**config.mk**
```make
export PLATFORM = sky130hd
export DESIGN_NAME = mac_dot_driver
export DESIGN_NICKNAME = d
export VERILOG_FILES = /design/src/rtl/mac_dot_driver_pkg.sv /design/src/rtl/mac_dot_driver_mac_wrapper.sv /design/src/rtl/mac_dot_driver.sv
export SDC_FILE = /design/constraint.sdc
export NUM_CORES = 1
export LEC_CHECK = 0
export CORE_UTILIZATION = 55
export CTS_CLUSTER_SIZE = 40
export DETAILED_ROUTE_END_ITERATION = 12
export HOLD_SLACK_MARGIN = 0.03
export PLACE_DENSITY = 0.77
export SYNTH_ARGS = -nofsm -noshare
export SYNTH_HDL_FRONTEND = slang
export SYNTH_SLANG_ARGS = --single-unit
```
**constraint.sdc**
```tcl
create_clock -name clk -period 6.1 [get_ports clk]
set_clock_uncertainty 0.05 [all_clocks]
set_input_delay 1.525 -clock clk [delete_from_list [all_inputs] [get_ports clk]]
set_output_delay 1.525 -clock clk [all_outputs]
set_load 0.01 [all_outputs]
```
**src/rtl/mac_dot_driver_pkg.sv**
```systemverilog
// Shared types and default widths for the MAC dot-product driver and its wrapper.
package mac_dot_driver_pkg;

  localparam int BW      = 4;
  localparam int PSUM_BW = 16;
  localparam int LEN_BW  = 10;
  localparam int MAC_LAT = 2;

  typedef enum logic [1:0] {
    IDLE  = 2'd0,
    ISSUE = 2'd1,
    WAIT  = 2'd2,
    DONE  = 2'd3
  } state_e;

endpackage

```
**src/rtl/mac_dot_driver_mac_wrapper.sv**
```systemverilog
// Pipelined multiply-accumulate: out = zext(a) * sext(b) + c, mac_lat cycles after the operands.
module mac_wrapper #(
  parameter int bw      = 4,
  parameter int psum_bw = 16,
  parameter int mac_lat = 2
) (
  input  logic               clk,
  input  logic [bw-1:0]      a,
  input  logic [bw-1:0]      b,
  input  logic [psum_bw-1:0] c,
  output logic [psum_bw-1:0] out
);

  logic [psum_bw-1:0] a_ext;
  logic [psum_bw-1:0] b_ext;
  logic [psum_bw-1:0] sum;
  logic [psum_bw-1:0] pipe_q [mac_lat];

  // Truncating the product of the extended operands yields the result modulo 2^psum_bw.
  always_comb begin
    a_ext = {{(psum_bw-bw){1'b0}}, a};
    b_ext = {{(psum_bw-bw){b[bw-1]}}, b};
    sum   = a_ext * b_ext + c;
  end

  // NOTE: the datapath pipeline has no reset; the controller samples it only
  // mac_lat cycles after presenting fresh operands, so stale contents never escape.
  always_ff @(posedge clk) begin
    pipe_q[0] <= sum;
    for (int i = 1; i < mac_lat; i++) begin
      pipe_q[i] <= pipe_q[i-1];
    end
  end

  assign out = pipe_q[mac_lat-1];

endmodule

```
**src/rtl/mac_dot_driver.sv**
```systemverilog
// Dot-product controller: accepts len (activation, weight) pairs, loops psum back through
// mac_wrapper as c, and presents the final sum on a valid/ready result port.
module mac_dot_driver
  import mac_dot_driver_pkg::*;
#(
  parameter int bw      = BW,
  parameter int psum_bw = PSUM_BW,
  parameter int len_bw  = LEN_BW,
  parameter int mac_lat = MAC_LAT
) (
  input  logic               clk,
  input  logic               reset_n,
  input  logic               start,
  input  logic [len_bw-1:0]  len,
  input  logic               in_valid,
  output logic               in_ready,
  input  logic [bw-1:0]      in_a,
  input  logic [bw-1:0]      in_b,
  output logic               out_valid,
  input  logic               out_ready,
  output logic [psum_bw-1:0] out_psum,
  output logic               busy
);

  localparam int WC_W = $clog2(mac_lat + 1);
  localparam logic [WC_W-1:0] WAIT_LAST = WC_W'(mac_lat);

  state_e             state_q, state_d;
  logic [len_bw-1:0]  cnt_q, cnt_d, len_q, len_d, cnt_inc;
  logic [WC_W-1:0]    wait_cnt_q, wait_cnt_d;
  logic [psum_bw-1:0] acc_q, acc_d, c_q, c_d, mac_out;
  logic [bw-1:0]      a_q, a_d, b_q, b_d;

  mac_wrapper #(
    .bw      (bw),
    .psum_bw (psum_bw),
    .mac_lat (mac_lat)
  ) u_mac (
    .clk (clk),
    .a   (a_q),
    .b   (b_q),
    .c   (c_q),
    .out (mac_out)
  );

  assign cnt_inc = cnt_q + len_bw'(1);

  // NOTE: every always_comb target gets a default first so no path infers a latch.
  always_comb begin
    state_d    = state_q;
    cnt_d      = cnt_q;
    len_d      = len_q;
    wait_cnt_d = wait_cnt_q;
    acc_d      = acc_q;
    a_d        = a_q;
    b_d        = b_q;
    c_d        = c_q;
    case (state_q)
      IDLE: begin
        if (start) begin
          len_d   = len;
          acc_d   = '0;
          cnt_d   = '0;
          state_d = (len == '0) ? DONE : ISSUE;
        end
      end
      ISSUE: begin
        if (in_valid) begin
          a_d        = in_a;
          b_d        = in_b;
          c_d        = acc_q;
          wait_cnt_d = '0;
          state_d    = WAIT;
        end
      end
      WAIT: begin
        // Operands have been on the wrapper for mac_lat+1 cycles once wait_cnt hits mac_lat.
        if (wait_cnt_q == WAIT_LAST) begin
          acc_d   = mac_out;
          cnt_d   = cnt_inc;
          state_d = (cnt_inc == len_q) ? DONE : ISSUE;
        end else begin
          wait_cnt_d = wait_cnt_q + WC_W'(1);
        end
      end
      DONE: begin
        if (out_ready) state_d = IDLE;
      end
      default: state_d = IDLE;
    endcase
  end

  // NOTE: sequential state uses non-blocking assignments; reset is synchronous.
  always_ff @(posedge clk) begin
    if (!reset_n) begin
      state_q    <= IDLE;
      cnt_q      <= '0;
      len_q      <= '0;
      wait_cnt_q <= '0;
      acc_q      <= '0;
      a_q        <= '0;
      b_q        <= '0;
      c_q        <= '0;
    end else begin
      state_q    <= state_d;
      cnt_q      <= cnt_d;
      len_q      <= len_d;
      wait_cnt_q <= wait_cnt_d;
      acc_q      <= acc_d;
      a_q        <= a_d;
      b_q        <= b_d;
      c_q        <= c_d;
    end
  end

  assign in_ready  = (state_q == ISSUE);
  assign out_valid = (state_q == DONE);
  assign out_psum  = (state_q == DONE) ? acc_q : '0;
  assign busy      = (state_q != IDLE);

endmodule

```
# Word-level counts from Yosys, hierarchy flattened
# Memories as Yosys holds them, arrays and structs flattened.
# Index checks and enable logic that the tools add are counted.
dict set report word_totals {
  register_bits 64
  mem_bits_rw 32
  inputBits 23
  output_inout_bits 19
  mem_count 1
}
# name depth width rd rd_clocked_by_memory_dff write_ports line_no
set memory_table {}
lappend memory_table {u_mac.pipe_q 2 16 2 0 2 mac_dot_driver_mac_wrapper.sv:17} ;# logic [psum_bw-1:0] pipe_q [mac_lat];
dict set report op_classes {
  addsub 3
  n_mul 1
  eq_ne 10
  n_mux 17
  reduce_logical 10
}
# op n
set ops {}
lappend ops {{two-way mux 16 bit} 3}
lappend ops {{one-hot mux 16 bit (2 select lines)} 1}
lappend ops {{two-way mux 10 bit} 2}
lappend ops {{one-hot mux 10 bit (2 select lines)} 1}
lappend ops {{adder 16 bit} 1}
lappend ops {{two-way mux 2 bit} 8}
lappend ops {{adder 10 x 1 -> 10 bit, second input constant} 1}
lappend ops {{equality test 10 bit} 1}
lappend ops {{zero test 10 bit} 1}
lappend ops {{multiplier 5 x 4 -> 9 bit} 1}
lappend ops {{!= test 2 bit, second input constant} 4}
lappend ops {{one-hot mux 2 bit (4 select lines)} 1}
lappend ops {{equality test 2 bit, second input constant} 3}
lappend ops {{AND reduction 3 bit} 2}
lappend ops {{nonzero test 2 bit} 3}
lappend ops {{one-hot mux 2 bit (2 select lines)} 1}
lappend ops {{AND reduction 2 bit} 2}
lappend ops {{AND reduction 4 bit} 1}
lappend ops {{adder 2 x 1 -> 2 bit, second input constant} 1}
lappend ops {{equality test 2 x 1 -> 1 bit, second input constant} 1}
lappend ops {{zero test 2 bit} 1}
lappend ops {{!= test 2 x 1 -> 1 bit, second input constant} 1}

# Logic depth before layout (Yosys ltp)
# Gate-level depths: netlist of run 1.
dict set report logic_depth {
  ltp_word 5
  ltp_mapped 20
}

# Hierarchy
# A second synthesis of run 1 with hierarchy kept.
dict set report unflattened {
  hier_cells 566
  area_unflattened_um2 5017.3
}
# module instances cells_each area_per_inst_um2
set by_module_without_submodules {}
lappend by_module_without_submodules {mac_dot_driver 1 373 3091.7}
lappend by_module_without_submodules {mac_wrapper 1 193 1925.6}

# Worst setup path after synthesis of run 1
# Ideal clock, no wire load.
dict set report synth_timing {
  path_type {register -> register}
  from {register a_q[0]}
  to {memory u_mac.pipe_q[0][13]}
  setup_time_ps 72
  t_arrival_ps 4281
  setup_slack_ps 1697
  path_stages_with_launch 18
  n_path_buf 0
  cell_sequence {dfxtp_1 > nand2b_1 > fa_1 > fa_1 > fa_1 > inv_1 > ha_1 > a21oi_1 > o211ai_1 > a21oi_1 > xnor2_1 > ha_1 > a21o_1 > a21oi_1 > o21ai_0 > a211o_1 > a21oi_2 > xnor2_1}
}
# element line_no
set synth_lines {}
lappend synth_lines {{start, declared} mac_dot_driver.sv:32} ;# logic [bw-1:0] a_q, a_d, b_q, b_d;
lappend synth_lines {{start signal, assigned} mac_dot_driver.sv:101} ;# a_q <= '0;
lappend synth_lines {{start signal, assigned} mac_dot_driver.sv:110} ;# a_q <= a_d;
lappend synth_lines {{end, declared} mac_dot_driver_mac_wrapper.sv:17}

==> results of run 1 <==
## logic make-up after synthesis
family	count (synthesis)	share of synthesized area
AND/OR/NAND/NOR	217	0.217
multiplexers	2	0.00417
XOR/XNOR	31	0.0566
adder cells (fa/ha/maj)	40	0.114
AO/OA/AOI/OAI	114	0.164
flip-flops	96	0.400
buffers and inverters	50	0.0438
## through the flow
| stage | total power, uW | hold WS (ns) | std cells | utilization | setup WS, ns |
|---|---|---|---|---|---|
| floorplan | 722 | 0.260 | 550 | - | 1.70 |
| global placement | 755 | 0.260 | 672 | 0.628 | 1.34 |
| detailed placement | 758 | 0.262 | 672 | 0.628 | 1.11 |
| CTS | 1150 | 0.282 | 688 | 0.650 | 1.11 |
| global route | 1190 | 0.294 | 688 | 0.650 | 0.791 |
| finish | 1140 | 0.278 | 688 | 0.650 | 1.16 |
## Yosys cell counts (7+ instances only)
library cell and count:
sky130_fd_sc_hd__a21oi_1 19, sky130_fd_sc_hd__nand2_1 97, sky130_fd_sc_hd__clkbuf_1 17, sky130_fd_sc_hd__o21ai_0 15
sky130_fd_sc_hd__ha_1 34, sky130_fd_sc_hd__nor2b_1 27, sky130_fd_sc_hd__and2_1 12, sky130_fd_sc_hd__nand3_1 11
sky130_fd_sc_hd__xnor2_1 24, sky130_fd_sc_hd__and3_1 21, sky130_fd_sc_hd__nor2_1 27, sky130_fd_sc_hd__xor2_1 7
sky130_fd_sc_hd__dfxtp_1 96, sky130_fd_sc_hd__inv_1 24, sky130_fd_sc_hd__a22oi_1 17, sky130_fd_sc_hd__a21boi_0 36
## worst max path at each step
| stage | from | end | depth (start not counted) |
|---|---|---|---|
| 3_5_place_dp | a_q[0]$_SDFFE_PN0P_ | u_mac.pipe_q[0][15]$_DFF_P_ | 16 |
| 4_1_cts | a_q[0]$_SDFFE_PN0P_ | u_mac.pipe_q[0][15]$_DFF_P_ | 16 |
| 6_report | b_q[3]$_SDFFE_PN0P_ | u_mac.pipe_q[0][15]$_DFF_P_ | 16 |
| 3_3_place_gp | a_q[0]$_SDFFE_PN0P_ | u_mac.pipe_q[0][13]$_DFF_P_ | 17 |
| 2_1_floorplan | a_q[0]$_SDFFE_PN0P_ | u_mac.pipe_q[0][13]$_DFF_P_ | 17 |
| 5_1_grt | b_q[3]$_SDFFE_PN0P_ | u_mac.pipe_q[0][15]$_DFF_P_ | 16 |
## per-layer routing
| metal | vias to the layer above | GRT usage |
|---|---|---|
| met5 | - | 0 |
| met2 | 66 | 0.409 |
| met1 | 1787 | 0.299 |
| met3 | 20 | 0.0415 |
| li1 | 1922 | - |
| met4 | 0 | 0.106 |
## critical path, cell delays in order (launching register included)
cell	delay [ns]
sky130_fd_sc_hd__dfxtp_1	0.42
sky130_fd_sc_hd__nand2b_1	0.11
sky130_fd_sc_hd__fa_1	0.52
sky130_fd_sc_hd__fa_1	0.58
sky130_fd_sc_hd__fa_1	0.41
sky130_fd_sc_hd__inv_1	0.06
sky130_fd_sc_hd__ha_1	0.16
sky130_fd_sc_hd__a21oi_1	0.10
sky130_fd_sc_hd__o211ai_1	0.18
sky130_fd_sc_hd__a21oi_1	0.10
sky130_fd_sc_hd__xnor2_1	0.65
sky130_fd_sc_hd__ha_1	0.43
sky130_fd_sc_hd__a21o_1	0.21
sky130_fd_sc_hd__a21oi_1	0.21
sky130_fd_sc_hd__o21ai_0	0.13
sky130_fd_sc_hd__a221oi_1	0.41
sky130_fd_sc_hd__xnor2_1	0.12
## final cells by class
cell class | count | share of cell area
flip-flops and latches | 96 | 0.355
multi-input cells | 404 | 0.492
clock inverters | 7 | 0.0109
well taps | 105 | 0.0242
inverters | 24 | 0.0166
clock buffers | 9 | 0.0229
repair buffers | 43 | 0.0785
## state kept, by name, summed over array words and instances (netlist names)
| name | flops |
|---|---|
| b_q | 4 |
| cnt_q | 10 |
| acc_q | 16 |
| state_q | 2 |
| u_mac.pipe_q | 32 |
| c_q | 16 |
| len_q | 10 |
| a_q | 4 |
| wait_cnt_q | 2 |
## power breakdown
| part | internal, uW | switching [uW] |
|---|---|---|
| logic | 41.3 | 48.5 |
| registers | 641 | 13.1 |
| clock network | 156 | 242 |
| total | 838 | 304 |
==> impl_metrics.env, run 1 <==
export IMPL_setup_violations_final=0
export IMPL_h_tree_lvl_count=3
export IMPL_layout_cell_area_non_filler_sq_mm=0.00542
export IMPL_hold_path_end="u_mac.pipe_q[0][29]$_DFF_P_"
export IMPL_die_h_um=95.4
export IMPL_setup_worst_path_start_class="flop"
export IMPL_gp_congestion=0.841
export IMPL_detailroute_wirelength_met2_um=4960
export IMPL_worstReg2RegEnd="u_mac.pipe_q[0][15]$_DFF_P_"
export IMPL_design_final_nets=641
export IMPL_numCtsBuffers=9
export IMPL_seq_area_frac_synth=0.400
export IMPL_most_common_cell_after_layout_fill_and_taps_aside="sky130_fd_sc_hd__nand2_1"
export IMPL_row_cnt=33
export IMPL_first_pass_grt_wire_length_um=16800
export IMPL_part_of_the_cycle_the_worst_path_needs=0.810
export IMPL_drive_above_1_share=0.0395
export IMPL_routed_via_density=5.52
export IMPL_multi_input_gate_area_in_the_final_layout_sq_mm=0.00267
export IMPL_finalCriticalPeriod_ns=4.94
export IMPL_grt_pass1_vias=3665
export IMPL_cts_root_buf="sky130_fd_sc_hd__clkbuf_8"
export IMPL_unrepaired_setup_endpoints_after_global_routing="no"
export IMPL_first_pass_iters=4
export IMPL_ff2ff_path_depth=16
export IMPL_syn_to_final_growth_pct=12.9
export IMPL_netlist_area_sq_mm=0.00480
export IMPL_hold_path_class="reg -> reg"
export IMPL_yosysWarnings=0
export IMPL_hold_viol_final=0
export IMPL_r2r_setup_slack_ns=1.16
export IMPL_clkSlewWorstSetupHoldPaths_ns=0.10
export IMPL_post_placement_cell_area_sq_mm=0.00524
export IMPL_synthesis_instances=550
export IMPL_grt_start_max_net_pins=65
export IMPL_grt_ovfl_total=0
export IMPL_holdPathStages=0
export IMPL_finalMaxSlewViolations=0
export IMPL_criticalPathCategory="reg -> reg"
export IMPL_layout_cells_most_common_list="sky130_fd_sc_hd__nand2_1 (97), sky130_fd_sc_hd__dfxtp_1 (96), sky130_fd_sc_hd__clkdlybuf4s50_1 (41), sky130_fd_sc_hd__a21boi_0 (36), sky130_fd_sc_hd__ha_1 (34)"
export IMPL_clock_latency_ns=0.38
export IMPL_fmax_ghz=0.202
export IMPL_power_per_cell_area_mw_per_mm2=211
export IMPL_initial_antenna_violation_count=0
export IMPL_startpoint_of_the_worst_slack_reg_to_reg_timing_path="b_q[3]$_SDFFE_PN0P_"
export IMPL_ys_dominant_reg_cell="sky130_fd_sc_hd__dfxtp_1"
export IMPL_final_setup_tns_ns=0
export IMPL_synthesis_nets=613
export IMPL_area_sequential_sq_mm=0.00192
export IMPL_cts_sinks=96
export IMPL_cts_setup_buffers=0
export IMPL_ios=42
export IMPL_global_route_usage_total=0.241
export IMPL_synthDominantAreaCellType="sky130_fd_sc_hd__dfxtp_1"
export IMPL_initial_utilization=0.575
export IMPL_drt_antenna_violating_nets=0
export IMPL_critical_path_max_fanout=8
export IMPL_routed_wire_length_per_instance_um=14.8
export IMPL_synthDistinctLibCells=53
export IMPL_min_delay_start="u_mac.pipe_q[0][13]$_DFF_P_"
export IMPL_filler_cell_count=725
export IMPL_netlist_area_leader_share=0.400
export IMPL_io_buffer_count=41
export IMPL_met3_wirelength_um=344
export IMPL_clk_path_buf_depth=2
export IMPL_ys_ff_latch=96
export IMPL_syn_mean_instance_area_sq_um=8.73
export IMPL_dr_first_iter_drc_count=209
export IMPL_crit_arrival_ns=5.16
export IMPL_outcome="finished, final reports clean"
export IMPL_worst_slew_pin_transition_ns=1.17
export IMPL_core_area_sq_mm=0.00834
export IMPL_tritoncts="yes"
export IMPL_route_detailed_drc=0
export IMPL_worst_ir_drop_on_vdd_uv=111
export IMPL_maxUsedRoutingLayer="met4"
export IMPL_via_count=3795
export IMPL_top_cells_by_area_synth="sky130_fd_sc_hd__dfxtp_1 (40%), sky130_fd_sc_hd__ha_1 (8.9%), sky130_fd_sc_hd__nand2_1 (7.6%)"
export IMPL_synth_enable_flop_cells=0
export IMPL_cts_hold_buffers=0
export IMPL_die_width_um=95.4
export IMPL_antenna_cells_inserted=0
export IMPL_cp_data_required_time_ns=6.31
export IMPL_leakage_uw=0.00222
export IMPL_floorplan_die_area_sq_mm=0.00910
export IMPL_drv_cap=0
export IMPL_ctsResizeCount=0
export IMPL_asyncSetResetFlopFracSynth=0
export IMPL_max_slew_margin=0.220
export IMPL_worst_setup_path_end_kind="flop"
export IMPL_route_layer_met1_wl_um=4640
export IMPL_place_detailed_hpwl_um=7020
export IMPL_wirelength_um=10200
Power figures use the tool's default switching activity.
==> inputs of run 2 (changes only) <==
- clock period: 6.1 -> 4.56 ns (I/O delays scaled with it)
==> impl_metrics.env, run 2 (synthesis results as in run 1) <==
export IMPL_intPower_uw=1180
export IMPL_top_register="u_mac.pipe_q"
export IMPL_finalCriticalPeriod_ns=4.46
export IMPL_power_switching_fraction=0.248
export IMPL_die_h_um=95.4
export IMPL_h_tree_lvl_count=3
export IMPL_r2r_setup_slack_ns=0.10
export IMPL_fmax_ghz=0.224
export IMPL_cts_hold_buffers=0
export IMPL_clk_path_buf_depth=2
export IMPL_first_pass_grt_wire_length_um=16600
export IMPL_grt_start_max_net_pins=38
export IMPL_cts_sinks=96
export IMPL_power_per_cell_area_mw_per_mm2=279
export IMPL_combPwrFrac=0.081
export IMPL_routed_via_density=5.50
export IMPL_leakage_uw=0.00232
export IMPL_crit_arrival_ns=4.65
export IMPL_critical_path_n_buffers_inverters=3
export IMPL_worstReg2RegEnd="u_mac.pipe_q[0][12]$_DFF_P_"
export IMPL_worst_ir_drop_on_vdd_uv=258
export IMPL_outcome="finished, final reports clean"
export IMPL_timing_critical_path_max_delay_family="adder cells"
export IMPL_maximum_single_stage_delay_on_the_critical_path_ns=0.56
export IMPL_layout_setup_ws_ns=0.101
export IMPL_syn_to_final_growth_pct=17.1
export IMPL_drive_above_1_share=0.0872
export IMPL_wirelength_um=10500
export IMPL_antenna_cells_inserted=0
export IMPL_setup_violations_final=0
export IMPL_gp_congestion=0.860
export IMPL_min_delay_start="u_mac.pipe_q[0][14]$_DFF_P_"
export IMPL_layout_cell_area_non_filler_sq_mm=0.00562
export IMPL_cp_data_required_time_ns=4.75
export IMPL_placement_setup_worst_slack_ns=-0.0785
export IMPL_tritoncts="yes"
export IMPL_drv_cap=0
export IMPL_setup_worst_path_start_class="flop"
export IMPL_holdPathStages=0
export IMPL_drt_antenna_violating_nets=0
export IMPL_crit_slowest_cell="sky130_fd_sc_hd__fa_1"
export IMPL_dr_first_iter_drc_count=174
export IMPL_route_detailed_drc=0
export IMPL_post_placement_cell_area_sq_mm=0.00528
export IMPL_initial_utilization=0.575
export IMPL_worst_setup_path_end_kind="flop"
export IMPL_part_of_the_cycle_the_worst_path_needs=0.978
export IMPL_criticalPathCategory="reg -> reg"
export IMPL_initial_antenna_violation_count=0
export IMPL_layout_core_utilization=0.674
export IMPL_layout_cells_most_common_list="sky130_fd_sc_hd__nand2_1 (97), sky130_fd_sc_hd__dfxtp_1 (91), sky130_fd_sc_hd__clkdlybuf4s50_1 (41), sky130_fd_sc_hd__a21boi_0 (36), sky130_fd_sc_hd__ha_1 (32)"
export IMPL_numCtsBuffers=9
export IMPL_design_power_total_uw=1570
export IMPL_grt_pass1_vias=3569
export IMPL_cts_root_buf="sky130_fd_sc_hd__clkbuf_8"
export IMPL_core_area_sq_mm=0.00834
export IMPL_hold_path_class="reg -> reg"
export IMPL_first_pass_iters=4
export IMPL_grt_ovfl_total=0
export IMPL_max_slew_margin=0.415
export IMPL_ios=42
export IMPL_layout_top_registers="u_mac.pipe_q x32, acc_q x16, c_q x16"
export IMPL_clock_latency_ns=0.36
export IMPL_finalMaxSlewViolations=0
export IMPL_global_route_usage_total=0.238
export IMPL_clkSlewWorstSetupHoldPaths_ns=0.10
export IMPL_worst_slew_pin_transition_ns=0.876
export IMPL_largest_register_ffs=32
export IMPL_power_frac_clock=0.361
export IMPL_startpoint_of_the_worst_slack_reg_to_reg_timing_path="a_q[0]$_SDFFE_PN0P_"
export IMPL_path_cells="nand2b_1 > fa_1 > fa_1 > fa_1 > inv_1 > ha_2 > inv_1 > fa_2 > xnor2_1 > ha_1 > inv_1 > o22ai_2 > o21ai_1 > a31oi_2 > o41ai_2 > xnor2_1"
export IMPL_place_detailed_hpwl_um=7110
export IMPL_critical_path_max_fanout=5
export IMPL_die_width_um=95.4
export IMPL_power_frac_seq=0.558
export IMPL_row_cnt=33
export IMPL_unrepaired_setup_endpoints_after_global_routing="yes"
export IMPL_floorplan_die_area_sq_mm=0.00910
export IMPL_hold_viol_final=0
export IMPL_hold_path_end="u_mac.pipe_q[0][30]$_DFF_P_"
export IMPL_ff2ff_path_depth=16
export IMPL_io_buffer_count=41
export IMPL_most_common_cell_after_layout_fill_and_taps_aside="sky130_fd_sc_hd__nand2_1"
export IMPL_p_sw_uw=389
export IMPL_design_final_nets=654
export IMPL_routed_wire_length_per_instance_um=15.0
export IMPL_via_count=3852
run 2: cell type report:
class / instances / area [sq um]
clock buffer: 10 / 128
sequential: 96 / 1930
inverter: 24 / 90.1
timing repair buffer: 56 / 523
fill: 679 / 2720
multi-input combinational: 404 / 2740
clock inverter: 6 / 72.6
tap: 105 / 131
run 2: worst max path at each step:
stage,end,cells after the start,from
floorplan,u_mac.pipe_q[0][13]$_DFF_P_,17,a_q[0]$_SDFFE_PN0P_
global placement,u_mac.pipe_q[0][15]$_DFF_P_,16,a_q[0]$_SDFFE_PN0P_
detailed placement,u_mac.pipe_q[0][15]$_DFF_P_,16,a_q[0]$_SDFFE_PN0P_
CTS,u_mac.pipe_q[0][15]$_DFF_P_,17,a_q[0]$_SDFFE_PN0P_
global route,u_mac.pipe_q[0][12]$_DFF_P_,16,a_q[2]$_SDFFE_PN0P_
finish,u_mac.pipe_q[0][12]$_DFF_P_,16,a_q[0]$_SDFFE_PN0P_
run 2: worst register-to-register path: cells and delay by family, from the launching register on:
kind	cells	cell delay (ns)
and+or+nand+nor	1	0.15
DFF	1	0.35
buffers and inverters	3	0.28
adders and majority gates	6	2.32
xor gates and xnor gates	2	0.33
AOI/OAI and AO/OA	4	0.87
run 2: power groups by stage:
stage               sequential [uW]  clock (uW)  combinational (uW)
global placement                894           0                 119
global route                    878         616                 140
floorplan                       885           0                80.9
detailed placement              895           0                 122
finish                          874         567                 127
CTS                             875         579                 123
run 2: what timing repair did:
item / in CTS / in global routing
pin swaps: 4 / 8
setup endpoints to repair: 3 / 7
buffers inserted: 1 / 6
gates resized for setup: 5 / 19
run 2: stage by stage:
| step | setup TNS, ns | instances | hold slack (ns) |
|---|---|---|---|
| floorplan | 0 | 550 | 0.260 |
| global placement | 0 | 678 | 0.260 |
| detailed placement | -0.149 | 678 | 0.262 |
| CTS | 0 | 695 | 0.275 |
| global route | -0.138 | 701 | 0.281 |
| finish | 0 | 701 | 0.273 |
run 2: per-layer routing:
metal	vias up	part of all wire	GRT usage
li1	1950	-	-
met1	1845	0.45	0.286
met2	50	0.52	0.438
met3	7	0.025	0.0431
met4	0	0.0061	0.0560
met5	-	0	0
